File: src/rtl/apple1_kbd_pkg.sv
// Shared scan codes, receiver state encoding and the PS/2 set-2 to Apple-1 ASCII table.
// The F1/F12 hotkey codes are only acted on when APPLE1_KBD_HOTKEYS_EN is defined.
package apple1_kbd_pkg;

    localparam logic [7:0] SC_BRK    = 8'hF0;
    localparam logic [7:0] SC_EXT    = 8'hE0;
    localparam logic [7:0] SC_LSHIFT = 8'h12;
    localparam logic [7:0] SC_RSHIFT = 8'h59;
    localparam logic [7:0] SC_CTRL   = 8'h14;
    localparam logic [7:0] SC_ENTER  = 8'h5A;
    localparam logic [7:0] SC_BKSP   = 8'h66;
    localparam logic [7:0] SC_ESC    = 8'h76;
    localparam logic [7:0] SC_F1     = 8'h05;
    localparam logic [7:0] SC_F12    = 8'h07;

    typedef enum logic [1:0] {IDLE, DATA, PARITY, STOP} rx_state_t;

    // Returns 7'h00 for codes with no printable mapping; letters are uppercase either way.
    function automatic logic [6:0] ps2_to_ascii(input logic [7:0] code, input logic shift);
        logic [6:0] base;
        logic [6:0] shifted;
        base    = 7'h00;
        shifted = 7'h00;
        case (code)
            8'h1C: {base, shifted} = {7'h41, 7'h41};
            8'h32: {base, shifted} = {7'h42, 7'h42};
            8'h21: {base, shifted} = {7'h43, 7'h43};
            8'h23: {base, shifted} = {7'h44, 7'h44};
            8'h24: {base, shifted} = {7'h45, 7'h45};
            8'h2B: {base, shifted} = {7'h46, 7'h46};
            8'h34: {base, shifted} = {7'h47, 7'h47};
            8'h33: {base, shifted} = {7'h48, 7'h48};
            8'h43: {base, shifted} = {7'h49, 7'h49};
            8'h3B: {base, shifted} = {7'h4A, 7'h4A};
            8'h42: {base, shifted} = {7'h4B, 7'h4B};
            8'h4B: {base, shifted} = {7'h4C, 7'h4C};
            8'h3A: {base, shifted} = {7'h4D, 7'h4D};
            8'h31: {base, shifted} = {7'h4E, 7'h4E};
            8'h44: {base, shifted} = {7'h4F, 7'h4F};
            8'h4D: {base, shifted} = {7'h50, 7'h50};
            8'h15: {base, shifted} = {7'h51, 7'h51};
            8'h2D: {base, shifted} = {7'h52, 7'h52};
            8'h1B: {base, shifted} = {7'h53, 7'h53};
            8'h2C: {base, shifted} = {7'h54, 7'h54};
            8'h3C: {base, shifted} = {7'h55, 7'h55};
            8'h2A: {base, shifted} = {7'h56, 7'h56};
            8'h1D: {base, shifted} = {7'h57, 7'h57};
            8'h22: {base, shifted} = {7'h58, 7'h58};
            8'h35: {base, shifted} = {7'h59, 7'h59};
            8'h1A: {base, shifted} = {7'h5A, 7'h5A};
            8'h16: {base, shifted} = {7'h31, 7'h21};
            8'h1E: {base, shifted} = {7'h32, 7'h40};
            8'h26: {base, shifted} = {7'h33, 7'h23};
            8'h25: {base, shifted} = {7'h34, 7'h24};
            8'h2E: {base, shifted} = {7'h35, 7'h25};
            8'h36: {base, shifted} = {7'h36, 7'h5E};
            8'h3D: {base, shifted} = {7'h37, 7'h26};
            8'h3E: {base, shifted} = {7'h38, 7'h2A};
            8'h46: {base, shifted} = {7'h39, 7'h28};
            8'h45: {base, shifted} = {7'h30, 7'h29};
            8'h29: {base, shifted} = {7'h20, 7'h20};
            8'h4E: {base, shifted} = {7'h2D, 7'h5F};
            8'h55: {base, shifted} = {7'h3D, 7'h2B};
            8'h54: {base, shifted} = {7'h5B, 7'h7B};
            8'h5B: {base, shifted} = {7'h5D, 7'h7D};
            8'h5D: {base, shifted} = {7'h5C, 7'h7C};
            8'h4C: {base, shifted} = {7'h3B, 7'h3A};
            8'h52: {base, shifted} = {7'h27, 7'h22};
            8'h41: {base, shifted} = {7'h2C, 7'h3C};
            8'h49: {base, shifted} = {7'h2E, 7'h3E};
            8'h4A: {base, shifted} = {7'h2F, 7'h3F};
            8'h0E: {base, shifted} = {7'h60, 7'h7E};
            SC_ENTER: {base, shifted} = {7'h0D, 7'h0D};
            SC_BKSP:  {base, shifted} = {7'h5F, 7'h5F};
            SC_ESC:   {base, shifted} = {7'h1B, 7'h1B};
            default:  {base, shifted} = {7'h00, 7'h00};
        endcase
        return shift ? shifted : base;
    endfunction

endpackage

File: src/rtl/ps2_rx_frame.sv
// PS/2 frame receiver: input synchronizers, clock glitch filter, 11-bit frame FSM and
// inter-edge timeout. Emits a registered code_valid / frame_err pulse per frame.
module ps2_rx_frame
    import apple1_kbd_pkg::*;
#(
    parameter int FILTER_LEN  = 4,
    parameter int TIMEOUT_CYC = 28636
) (
    input  logic       clk,
    input  logic       rst_n,
    input  logic       ps2_clk,
    input  logic       ps2_din,
    output logic [7:0] code,
    output logic       code_valid,
    output logic       frame_err
);

    localparam int FCW = $clog2(FILTER_LEN + 1);
    localparam int TOW = $clog2(TIMEOUT_CYC + 1);
    localparam logic [FCW-1:0] FILT_MAX = FCW'(FILTER_LEN - 1);
    localparam logic [TOW-1:0] TO_MAX   = TOW'(TIMEOUT_CYC);

    logic [1:0]     clk_sync_reg;
    logic [1:0]     din_sync_reg;
    logic           clk_filt_reg;
    logic [FCW-1:0] filt_cnt_reg;
    logic [TOW-1:0] to_cnt_reg;
    logic           clk_s;
    logic           din_s;
    logic           filt_done;
    logic           fall;

    rx_state_t  state_reg, state_next;
    logic [2:0] bit_cnt_reg, bit_cnt_next;
    logic [7:0] data_reg, data_next;
    logic       parity_reg, parity_next;
    logic       valid_reg, valid_next;
    logic       err_reg, err_next;

    assign clk_s     = clk_sync_reg[1];
    assign din_s     = din_sync_reg[1];
    assign filt_done = (clk_s != clk_filt_reg) && (filt_cnt_reg == FILT_MAX);
    assign fall      = filt_done && clk_filt_reg;

    // Synchronizers and filter reset to the idle-high bus level so release never looks like an edge.
    always_ff @(posedge clk or negedge rst_n) begin
        if (!rst_n) begin
            clk_sync_reg <= 2'b11;
            din_sync_reg <= 2'b11;
            clk_filt_reg <= 1'b1;
            filt_cnt_reg <= '0;
            to_cnt_reg   <= '0;
        end else begin
            clk_sync_reg <= {clk_sync_reg[0], ps2_clk};
            din_sync_reg <= {din_sync_reg[0], ps2_din};
            if (clk_s == clk_filt_reg) begin
                filt_cnt_reg <= '0;
            end else if (filt_done) begin
                clk_filt_reg <= clk_s;
                filt_cnt_reg <= '0;
            end else begin
                filt_cnt_reg <= filt_cnt_reg + FCW'(1);
            end
            if (fall)
                to_cnt_reg <= '0;
            else if (to_cnt_reg != TO_MAX)
                to_cnt_reg <= to_cnt_reg + TOW'(1);
        end
    end

    always_ff @(posedge clk or negedge rst_n) begin
        if (!rst_n) begin
            state_reg   <= IDLE;
            bit_cnt_reg <= '0;
            data_reg    <= '0;
            parity_reg  <= 1'b0;
            valid_reg   <= 1'b0;
            err_reg     <= 1'b0;
        end else begin
            state_reg   <= state_next;
            bit_cnt_reg <= bit_cnt_next;
            data_reg    <= data_next;
            parity_reg  <= parity_next;
            valid_reg   <= valid_next;
            err_reg     <= err_next;
        end
    end

    always_comb begin
        state_next   = state_reg;
        bit_cnt_next = bit_cnt_reg;
        data_next    = data_reg;
        parity_next  = parity_reg;
        valid_next   = 1'b0;
        err_next     = 1'b0;
        if (fall) begin
            case (state_reg)
                IDLE: begin
                    if (!din_s) begin
                        state_next   = DATA;
                        bit_cnt_next = '0;
                    end
                end
                DATA: begin
                    data_next    = {din_s, data_reg[7:1]};
                    bit_cnt_next = bit_cnt_reg + 3'd1;
                    if (bit_cnt_reg == 3'd7)
                        state_next = PARITY;
                end
                PARITY: begin
                    parity_next = din_s;
                    state_next  = STOP;
                end
                STOP: begin
                    state_next = IDLE;
                    if (din_s && (^{data_reg, parity_reg}))
                        valid_next = 1'b1;
                    else
                        err_next = 1'b1;
                end
                default: state_next = IDLE;
            endcase
        end else if (state_reg != IDLE && to_cnt_reg == TO_MAX) begin
            state_next = IDLE;
            data_next  = '0;
            err_next   = 1'b1;
        end
    end

    assign code       = data_reg;
    assign code_valid = valid_reg;
    assign frame_err  = err_reg;

endmodule

File: src/rtl/apple1_ps2_kbd.sv
// Apple-1 PIA keyboard front-end: decodes PS/2 set-2 codes into KBD/KBDCR values.
// Define APPLE1_KBD_HOTKEYS_EN to enable the F12 reset and F1 clear-screen hotkeys.
module apple1_ps2_kbd
    import apple1_kbd_pkg::*;
#(
    parameter int FILTER_LEN  = 4,
    parameter int TIMEOUT_CYC = 28636
) (
    input  logic       clk14,
    input  logic       rst_n,
    input  logic       ps2_clk,
    input  logic       ps2_din,
    input  logic       kbd_rd,
    output logic [7:0] key_data,
    output logic       key_ready,
    output logic       frame_err,
    output logic       reset_key,
    output logic       cls_key
);

    logic [7:0] code;
    logic       code_valid;
    logic [6:0] ascii_raw;
    logic [6:0] ascii;
    logic       new_key;

    logic brk_reg, brk_next;
    logic ext_reg, ext_next;
    logic shift_reg, shift_next;
    logic ctrl_reg, ctrl_next;
    logic [7:0] key_data_reg;
    logic       key_ready_reg;

    ps2_rx_frame #(
        .FILTER_LEN  (FILTER_LEN),
        .TIMEOUT_CYC (TIMEOUT_CYC)
    ) u_rx (
        .clk        (clk14),
        .rst_n      (rst_n),
        .ps2_clk    (ps2_clk),
        .ps2_din    (ps2_din),
        .code       (code),
        .code_valid (code_valid),
        .frame_err  (frame_err)
    );

    // Ctrl folds the 40..5F column onto control codes 00..1F.
    assign ascii_raw = ps2_to_ascii(code, shift_reg);
    assign ascii     = (ctrl_reg && ascii_raw[6:5] == 2'b10) ? {2'b00, ascii_raw[4:0]} : ascii_raw;

    always_comb begin
        brk_next   = brk_reg;
        ext_next   = ext_reg;
        shift_next = shift_reg;
        ctrl_next  = ctrl_reg;
        new_key    = 1'b0;
        if (code_valid) begin
            if (code == SC_BRK) begin
                brk_next = 1'b1;
            end else if (code == SC_EXT) begin
                ext_next = 1'b1;
            end else begin
                brk_next = 1'b0;
                ext_next = 1'b0;
                if (code == SC_CTRL) begin
                    ctrl_next = !brk_reg;
                end else if (!ext_reg) begin
                    if (code == SC_LSHIFT || code == SC_RSHIFT)
                        shift_next = !brk_reg;
                    else if (!brk_reg && ascii_raw != 7'h00)
                        new_key = 1'b1;
                end
            end
        end
    end

    always_ff @(posedge clk14 or negedge rst_n) begin
        if (!rst_n) begin
            brk_reg       <= 1'b0;
            ext_reg       <= 1'b0;
            shift_reg     <= 1'b0;
            ctrl_reg      <= 1'b0;
            key_data_reg  <= 8'h00;
            key_ready_reg <= 1'b0;
        end else begin
            brk_reg   <= brk_next;
            ext_reg   <= ext_next;
            shift_reg <= shift_next;
            ctrl_reg  <= ctrl_next;
            // A freshly latched key beats a simultaneous PIA read.
            if (new_key) begin
                key_data_reg  <= {1'b1, ascii};
                key_ready_reg <= 1'b1;
            end else if (kbd_rd) begin
                key_ready_reg <= 1'b0;
            end
        end
    end

    assign key_data  = key_data_reg;
    assign key_ready = key_ready_reg;

`ifdef APPLE1_KBD_HOTKEYS_EN
    logic reset_key_reg;
    logic cls_key_reg;
    logic hot_plain;

    // Hotkeys are plain (non-E0) codes; the ASCII table leaves F1/F12 unmapped, so no key results.
    assign hot_plain = code_valid && !ext_reg;

    always_ff @(posedge clk14 or negedge rst_n) begin
        if (!rst_n) begin
            reset_key_reg <= 1'b0;
            cls_key_reg   <= 1'b0;
        end else begin
            if (hot_plain && code == SC_F12)
                reset_key_reg <= !brk_reg;
            cls_key_reg <= hot_plain && !brk_reg && code == SC_F1;
        end
    end

    assign reset_key = reset_key_reg;
    assign cls_key   = cls_key_reg;
`else
    assign reset_key = 1'b0;
    assign cls_key   = 1'b0;
`endif

endmodule

File: config.mk
export PLATFORM = sky130hd
export DESIGN_NAME = apple1_ps2_kbd
export DESIGN_NICKNAME = d
export VERILOG_FILES = /design/src/rtl/apple1_kbd_pkg.sv /design/src/rtl/ps2_rx_frame.sv /design/src/rtl/apple1_ps2_kbd.sv
export SDC_FILE = /design/constraint.sdc
export NUM_CORES = 1
export LEC_CHECK = 0
export ABC_CLOCK_PERIOD_IN_PS = 7300
export CAP_MARGIN = 30
export CORE_MARGIN = 10
export CORE_UTILIZATION = 60
export CTS_CLUSTER_DIAMETER = 30
export CTS_CLUSTER_SIZE = 25
export DETAILED_ROUTE_END_ITERATION = 16
export DONT_BUFFER_PORTS = 1
export HOLD_SLACK_MARGIN = 0.03
export PLACE_DENSITY = 0.76
export SYNTH_ARGS = -nofsm -noshare
export SYNTH_HDL_FRONTEND = slang
export SYNTH_SLANG_ARGS = --single-unit
File: constraint.sdc
create_clock -name clk14 -period 7.3 [get_ports clk14]
set_input_delay 1.46 -clock clk14 [delete_from_list [all_inputs] [get_ports clk14]]
set_output_delay 1.46 -clock clk14 [all_outputs]
set_load 0.02 [all_outputs]
## Word-level counts from Yosys, hierarchy flattened

Memories as Yosys holds them, arrays and structs flattened.
Index checks and enable logic that the tools add are counted.

- Register bits after elaboration: 52
- ROM bits: 1792
- Input bits: 5
- Output and inout bits: 12
- Logic and storage cells: 107
- Memories kept: 1

- Add/subtract/negate cells: 3
- Equality and inequality tests: 20
- Muxes and demuxes: 36
- Bitwise operators: 5
- Reduce and logical (&&, ||, !) cells: 25

Memory list:

| memory | words | width | rd ports | clocked after Yosys merged registers in | write ports | RTL line | source |
|---|---|---|---|---|---|---|---|
| (no name shown) | 128 | 14 | 1 | 0 | 0 | apple1_kbd_pkg.sv:24 | `case (code)` |

Operators by type and width:

| operator | number |
|---|---|
| 15-bit 2-to-1 mux | 2 |
| 8-bit 2-to-1 mux | 3 |
| 1-bit 2-to-1 mux | 19 |
| 8-bit by 5-bit equality test with 1-bit output, second input constant | 2 |
| 8-bit equality test, second input constant | 2 |
| 15-bit by 1-bit adder with 15-bit output, second input constant | 1 |
| 15-bit equality test, second input constant | 1 |
| 15-bit inequality test, second input constant | 1 |
| 14-bit 2-to-1 mux | 1 |
| 7-bit 2-to-1 mux | 2 |
| 2-bit AND reduction | 5 |
| 2-bit nonzero test | 5 |
| 3-bit 2-to-1 mux | 3 |
| 9-bit parity | 1 |
| 8-bit by 7-bit equality test with 1-bit output, second input constant | 1 |
| 2-bit 2-to-1 mux | 4 |
| 2-bit case mux with 4 select lines | 1 |
| 7-bit nonzero test | 1 |
| 3-bit by 1-bit adder with 3-bit output, second input constant | 2 |
| 2-bit equality test, second input constant | 3 |
| 1-bit logical AND | 6 |
| 2-bit inequality test, second input constant | 3 |
| 3-bit inequality test, second input constant | 2 |
| 3-bit case mux with 2 select lines | 1 |
| 12 further kinds | 17 |

## Depth between registers and ports, before layout

Gate-level depths: netlist (run 1).
An unclocked memory read counts as a cell.

- Depth in word-level cells: 13
- Mapped depth: 12
- Gate-level depth less buffers: 9

## Modules after synthesis

From an unflattened synthesis (run 1), not the netlist that was laid out.

- Cells, all modules: 494
- Area, all modules: 4071.4 µm²

Modules (own cells, without submodules):

| module | times used | cells an instance | area each (µm²) | sequential area each (µm²) |
|---|---|---|---|---|
| apple1_ps2_kbd | 1 | 294 | 2102.0 | 325.3 |
| ps2_rx_frame | 1 | 200 | 1969.4 | 982.2 |

## Least setup slack after synthesis (run 1)

Ideal clock, no wire load.

- Kind: flip-flop to flip-flop
- Start: register u_rx.data_reg[1], in the netlist u_rx.code[1]
- End: register key_data_reg[7], in the netlist key_data[7]
- Setup time: 0.124 ns
- Arrival time: 2.697 ns
- Data required time: 7.176 ns
- Setup slack: 4.479 ns
- Stages on the path, launching flop included: 12
- Buffers on the path: 2
- Period minus slack after synthesis: 2.821 ns
- Cells stage by stage: dfrtp_1 buf_2 inv_1 ha_1 clkbuf_1 and2_4 o311a_1 a2111o_1 o21ai_2 nand4_1 or3_4 a2bb2oi_1

- Longest elaborated chain between the ends: 12
- Elaborated cells on any way between the ends: 18
- Those cells by class: 5 x eq/ne; 9 x mux; 3 x reduce/logical; 1 x memory

Ends and longest elaborated chain:

| what | RTL line | source |
|---|---|---|
| start, declared | ps2_rx_frame.sv:35 | `logic [7:0] data_reg, data_next;` |
| start signal, assigned | ps2_rx_frame.sv:82 | `data_reg <= data_next;` |
| memory read 128 x 14 bit | -- |  |
| 14-bit 2-to-1 mux | apple1_kbd_pkg.sv:24 |  |
| 7-bit 2-to-1 mux | apple1_kbd_pkg.sv:78 | `return shift ? shifted : base;` |
| 7-bit nonzero test | apple1_ps2_kbd.sv:70 | `else if (!brk_reg && ascii_raw != 7'h00)` |
| 1-bit logical AND | apple1_ps2_kbd.sv:70 |  |
| 1-bit 2-to-1 mux | apple1_ps2_kbd.sv:70 |  |
| 1-bit 2-to-1 mux | apple1_ps2_kbd.sv:68 | `if (code == SC_LSHIFT \|\| code == SC_RSHIFT)` |
| 1-bit 2-to-1 mux | apple1_ps2_kbd.sv:67 | `end else if (!ext_reg) begin` |
| 1-bit 2-to-1 mux | apple1_ps2_kbd.sv:65 | `if (code == SC_CTRL) begin` |
| 1-bit 2-to-1 mux | apple1_ps2_kbd.sv:60 | `end else if (code == SC_EXT) begin` |
| 1-bit 2-to-1 mux (*) | apple1_ps2_kbd.sv:58 | `if (code == SC_BRK) begin` |
| 1-bit 2-to-1 mux (*) | apple1_ps2_kbd.sv:57 | `if (code_valid) begin` |
| end signal, assigned | apple1_ps2_kbd.sv:92 | `key_data_reg <= {1'b1, ascii};` |
| end, declared | apple1_ps2_kbd.sv:31 | `logic [7:0] key_data_reg;` |

Every way passes the cells marked *; elsewhere a longest branch is shown, timed or not.
A chain may end at the register's enable or synchronous reset.

## Worst setup path after layout (run 1)

- Start: register u_rx.data_reg[1], in the netlist u_rx.code[1]
- End: register key_data_reg[4], in the netlist key_data[4]

- Longest elaborated chain between the ends: 12
- Elaborated cells on any way between the ends: 19
- Those cells by class: 5 x eq/ne; 10 x mux; 3 x reduce/logical; 1 x memory

Ends and longest elaborated chain:

| what | RTL line |
|---|---|
| memory read 128 x 14 bit | -- |
| 14-bit 2-to-1 mux | apple1_kbd_pkg.sv:24 |
| 7-bit 2-to-1 mux | apple1_kbd_pkg.sv:78 |
| 7-bit nonzero test | apple1_ps2_kbd.sv:70 |
| 1-bit logical AND | apple1_ps2_kbd.sv:70 |
| 1-bit 2-to-1 mux | apple1_ps2_kbd.sv:70 |
| 1-bit 2-to-1 mux | apple1_ps2_kbd.sv:68 |
| 1-bit 2-to-1 mux | apple1_ps2_kbd.sv:67 |
| 1-bit 2-to-1 mux | apple1_ps2_kbd.sv:65 |
| 1-bit 2-to-1 mux | apple1_ps2_kbd.sv:60 |
| 1-bit 2-to-1 mux | apple1_ps2_kbd.sv:58 |
| 1-bit 2-to-1 mux | apple1_ps2_kbd.sv:57 |

Several ways; a longest one is shown, not always the timed one.

==> results of run 1 <==
-- cell families after synthesis --
kind of cell / Yosys count / share of synthesized area [%]
simple gates: 162 / 21.2
compound gates: 140 / 25.3
buf+inv: 57 / 6.83
xor+xnor: 21 / 4.54
mux: 16 / 4.48
other cells: 1 / 0.0926
fa+ha+maj: 17 / 5.25
flops: 52 / 32.3
-- Yosys cell counts, drive strengths merged, types with 5 or more instances --
cell type  instances  share of area [%]
nand2             34                3.2
dfrtp             47                 29
a22o               8                1.7
clkbuf            12                1.1
and3               5               0.77
or2                6               0.93
nand4              6               0.93
and2               7                1.1
nor2b              9                1.4
nand3              6               0.74
buf               26                4.0
a21oi             30                3.8
mux2i             11                2.7
inv               19                1.8
xor2               5                1.1
nor2              42                3.9
a31oi              8                1.2
ha                17                5.3
or3                7                1.2
nand2b            15                2.3
o21ai             24                3.1
dfstp              5                3.2
a211oi            10                1.9
xnor2             16                3.5
nor3               8               0.99
-- worst paths after layout --
| kind | from | end | slack (ns) | depth (start not counted) |
|---|---|---|---|---|
| worst max-delay path | u_rx.code[1] | key_data[4] | 3.91 | 9 |
| worst min-delay path | u_rx.din_sync_reg[0] | u_rx.din_sync_reg[1] | 0.36 | 0 |
| worst max register to register | u_rx.code[1] | key_data[4] | 3.91 | 9 |
| worst min register to register | u_rx.din_sync_reg[0] | u_rx.din_sync_reg[1] | 0.36 | 0 |
| max in group asynchronous | rst_n | u_rx.din_sync_reg[1] | 6.28 | 0 |
| min in group asynchronous | rst_n | u_rx.to_cnt_reg[4] | 0.83 | 0 |
-- metrics by stage --
stage               instances  setup WS, ns  hold WS, ns  power (mW)  util (%)
floorplan                 467          4.48        0.345       0.416         -
global route              518          3.68        0.368       0.647      63.1
detailed placement        510          3.96        0.349       0.437      61.5
global placement          510          4.00        0.346       0.428      61.5
finish                    518          3.91        0.361       0.607      63.1
CTS                       518          3.96        0.362       0.613      63.1
-- critical path, stage by stage (launching register included) --
cell and delay, ns:
dfrtp_1 0.71, inv_1 0.22, ha_1 0.39, and3b_1 0.28
and3_1 0.21, or3b_1 0.36, or3_1 0.55, inv_1 0.21
mux2i_1 0.25, o21ai_1 0.10
-- layout make-up --
type | instances | area [um^2] | area share (%)
Clock buffer | 5 | 68.8 | 1.69
Multi-Input combinational cell | 358 | 2470 | 60.6
Tap cell | 77 | 96.3 | 2.37
Sequential cell | 52 | 1310 | 32.1
Timing Repair Buffer | 4 | 30.0 | 0.737
Inverter | 19 | 71.3 | 1.75
Clock inverter | 3 | 28.8 | 0.707
-- metal layers --
| layer | vias to the layer above | GRT usage (%) | wire, um |
|---|---|---|---|
| met5 | - | 0 | 0 |
| met4 | 0 | 9.65 | 401 |
| met3 | 29 | 3.44 | 781 |
| met2 | 197 | 31.2 | 4680 |
| met1 | 1677 | 25.5 | 4100 |
| li1 | 1646 | - | - |
-- where the power goes --
part           leakage (nW)  switching [mW]  internal [mW]
registers             0.692          0.0269          0.320
clock network        0.0511           0.104         0.0725
logic                 0.915          0.0457         0.0382
==> impl_metrics.csv, run 1 <==
group,metric,value,unit
placed_design,placedInstanceArea,3980,um^2
global_route,grt_pass1_vias,3369,
clock_network,clk_pin_slew,0.10,ns
floorplanning,io-pin-count,17,
layout,design_area,4070,um^2
detailed_routing,wirelength,9960,um
sta,tightest_slew,0.840,ns
worst_setup_path,end_kind,"register",
pwr,power_density,149,nW/um^2
logic_synthesis,synth-async-reset-ratio,100,%
layout,fin_nets,462,
layout,fillerInstances,566,
layout,largest_register_ffs,15,
sta,tns,0,ns
floorplanning,start_util,62.7,%
worst_setup_path,critPathRequiredTime,7.50,ns
run_status,status,"completed",
floorplanning,rows,29,
logic_synthesis,synth_warnings,0,
sta,drv_slew,0,
sta,hold_viol_final,0,
hold_path,hold_class,"register to register",
sta,setup_violations,0,
detailed_routing,antenna_left,0,
logic_synthesis,synthesis.area,4050,um^2
clock_network,ctsResizeCount,0,
worst_setup_path,crit_path_start_kind,"register",
global_route,grt_max_degree,57,
logic_synthesis,ys_ff_latch,52,
placed_design,dp_hpwl,7020,um
pwr,vdd_drop_max,0.164,mV
clock_network,cts_hold_buf,0,
global_route,overflow,0,
clock_network,clkSinkCount,52,
placed_design,portBuffers,0,
worst_setup_path,crit_type,"register to register",
logic_synthesis,synthDistinctLibCells,81,
sta,period_needed,3.39,ns
logic_synthesis,ys.flop_type,"dfrtp_1",
floorplanning,core_area,6460,um^2
clock_network,clockRootBuffer,"clkbuf_8",
worst_setup_path,critPathArrivalTime,3.59,ns
sta,rsz0062_at_grt,"no",
pwr,leakagePower,1.66,nW
floorplanning,die_area,10400,um^2
sta,min_period_over_period,46.5,%
sta,fmax,0.295,GHz
global_route,grt_pass1_wl,16900,um
clock_network,cts_setup_buffers,0,
logic_synthesis,ys_seq_area_share,32.3,%
clock_network,cts_tree,"done",
detailed_routing,vias,3549,
worst_setup_path,cp_max_fo,18,
clock_network,clkLatencyLatePin,0.32,ns
detailed_routing,drtIter0Drc,381,
logic_synthesis,synth.avg_cell_area,8.69,um^2
floorplanning,die_y,102,um
placed_design,gp_congestion,0.994,
clock_network,cts_max_path_buffers,2,
logic_synthesis,synthCells,466,
detailed_routing,drtPass1Iterations,5,
sta,finClkSkew,0.0142,ns
floorplanning,die_w,102,um
detailed_routing,avgRoutedWirePerCell,19.2,um
layout,final_common_cell,"dfrtp_1",
flow_run,max_cap_violations,0,
logic_synthesis,synth_edf_count,0,
layout,insertedDiodeCount,0,
clock_network,h-tree-depth,2,
clock_network,cts_buffers,5,
detailed_routing,drc,0,
detailed_routing,vias_per_cell,6.85,
sta,relSlewSlack,44.0,%
layout,drive_gt1_share,8.39,%
global_route,antenna_found_initial,0,
layout,area_growth,0.556,%
global_route,grt.total_usage,19.7,%
layout,final_cell_mix,"dfrtp_1 (47), nor2_1 (42), nand2_1 (34)",
Note: power is estimated with default switching activity, not from simulation.
==> run 2: changes to the inputs <==
- ABC_CLOCK_PERIOD_IN_PS: 7300 -> 3150
- clock period: 7.3 -> 3.15 ns (I/O delays scaled with it)
==> run 2 against run 1 <==
Compared with the run above:
- flip-flop and latch count did not move
- fmax rose by 18%
- sequential share of layout area fell by 1.1 points
- via count rose by 2.2%
- core utilization rose by 2.2 points
- critical endpoint is now key_data[7]
- largest cell class unchanged
==> impl_metrics.csv, run 2 (synthesis results as in run 1) <==
group,metric,value,unit
run_status,status,"completed",
worst_setup_path,rrSetupSlack,0.29,ns
worst_setup_path,rr_endpoint,"key_data[7]",
clock_network,cts_setup_buffers,0,
worst_setup_path,end_kind,"register",
clock_network,cts_buffers,5,
global_route,antenna_found_initial,0,
pwr,p_int,1.00,mW
floorplanning,start_util,62.7,%
floorplanning,die_w,102,um
pwr,power_density,335,nW/um^2
flow_run,max_cap_violations,0,
sta,fmax,0.349,GHz
detailed_routing,drtIter0Drc,359,
pwr,clockPowerShare,28.5,%
detailed_routing,antenna_left,0,
sta,rsz0062_at_grt,"no",
clock_network,clk_pin_slew,0.10,ns
clock_network,cts_tree,"done",
worst_setup_path,r2r_cells,9,
floorplanning,core_area,6460,um^2
placed_design,dp_hpwl,7530,um
pwr,p_total,1.41,mW
detailed_routing,avgRoutedWirePerCell,19.9,um
global_route,grt_max_degree,57,
global_route,overflow,0,
layout,insertedDiodeCount,0,
sta,min_period_over_period,90.9,%
pwr,vdd_drop_max,0.342,mV
layout,area_growth,4.14,%
layout,largest_register_ffs,15,
sta,relSlewSlack,56.1,%
layout,drive_gt1_share,11.4,%
placed_design,portBuffers,0,
sta,finClkSkew,0.0109,ns
worst_setup_path,crit_type,"register to register",
pwr,power_frac_seq,56.8,%
clock_network,h-tree-depth,2,
global_route,grt.total_usage,20.4,%
global_route,grt_pass1_wl,17200,um
worst_setup_path,cp_max_fo,15,
worst_setup_path,critPathArrivalTime,3.10,ns
clock_network,clockRootBuffer,"clkbuf_8",
sta,setup_violations,0,
placed_design,placedCellCount,524,
worst_setup_path,crit_path_start_kind,"register",
pwr,p_sw,0.410,mW
detailed_routing,vias_per_cell,6.81,
layout,final_common_cell,"dfrtp_1",
worst_setup_path,r2r-start,"u_rx.code[0]",
hold_path,hold_class,"primary input to asynchronous set/reset pin",
clock_network,clkLatencyLatePin,0.31,ns
floorplanning,rows,29,
detailed_routing,drtPass1Iterations,5,
floorplanning,io-pin-count,17,
worst_setup_path,critPathRequiredTime,3.39,ns
pwr,combPwrFrac,14.7,%
layout,final_cells,533,
clock_network,clkSinkCount,52,
layout,fillerInstances,554,
layout,final_util,65.3,%
sta,hold_viol_final,0,
floorplanning,die_y,102,um
detailed_routing,vias,3628,
detailed_routing,wirelength,10600,um
sta,tns,0,ns
layout,fin_nets,477,
clock_network,cts_max_path_buffers,2,
pwr,swShare,29.0,%
floorplanning,die_area,10400,um^2
sta,period_needed,2.86,ns
layout,final_cell_mix,"dfrtp_1 (47), nor2_1 (42), nand2_1 (34)",
detailed_routing,drc,0,
global_route,grt_pass1_vias,3442,
sta,drv_slew,0,
pwr,leakagePower,1.75,nW
placed_design,gp_congestion,1.04,
sta,tightest_slew,0.659,ns
run 2: per-stage QoR:
stage | hold WS, ns | setup slack (ns) | instance area, um^2
3_3_place_gp | 0.336 | 0.365 | 4090
4_1_cts | 0.137 | 0.345 | 4220
3_5_place_dp | 0.336 | 0.354 | 4090
2_1_floorplan | 0.334 | 0.329 | 4050
5_1_grt | 0.124 | 0.0522 | 4220
6_report | 0.143 | 0.285 | 4220
run 2: layout make-up:
type	count	area (um^2)	share of cell area (%)
Multi-Input combinational cell	358	2470	58.6
Sequential cell	52	1310	31.0
Timing Repair Buffer	19	175	4.15
Tap cell	77	96.3	2.28
Inverter	19	71.3	1.69
Clock buffer	5	68.8	1.63
Clock inverter	3	28.8	0.682
run 2: timing repair:
item	CTS	global route
resized for setup	0	0
hold buffers	1	0
hold endpoints to repair	47	0
run 2: power groups by stage:
stage               sequential, mW  combinational, mW  clock [mW]
floorplan                    0.800              0.164           0
global placement             0.809              0.183           0
detailed placement           0.813              0.195           0
CTS                          0.801              0.211       0.420
global route                 0.815              0.243       0.441
finish                       0.803              0.208       0.402
run 2: critical path: stages (launching register included):
cell,delay (ns)
dfrtp_1,0.38
inv_1,0.10
ha_1,0.54
nor2b_1,0.45
o21ai_0,0.25
a31o_1,0.26
a311o_1,0.35
and2_1,0.23
nand2_1,0.10
a2bb2oi_1,0.14
run 2: how the worst max path moves through the flow:
stage | start | endpoint | slack, ns
floorplan | u_rx.code[1] | key_data[7] | 0.33
global placement | u_rx.code[2] | key_data[7] | 0.36
detailed placement | u_rx.code[2] | key_data[4] | 0.35
CTS | u_rx.code[2] | key_data[7] | 0.34
global route | u_rx.code[2] | key_data[7] | 0.05
finish | u_rx.code[0] | key_data[7] | 0.29
run 2: layer usage:
metal / vias to the layer above / GRT usage, % / share of wire (%) / routed length, um
li1: 1672 / - / - / -
met1: 1730 / 25.5 / 42 / 4430
met2: 193 / 33.6 / 47 / 5030
met3: 33 / 3.78 / 7.6 / 805
met4: 0 / 9.00 / 3.3 / 353
met5: - / 0 / 0 / 0
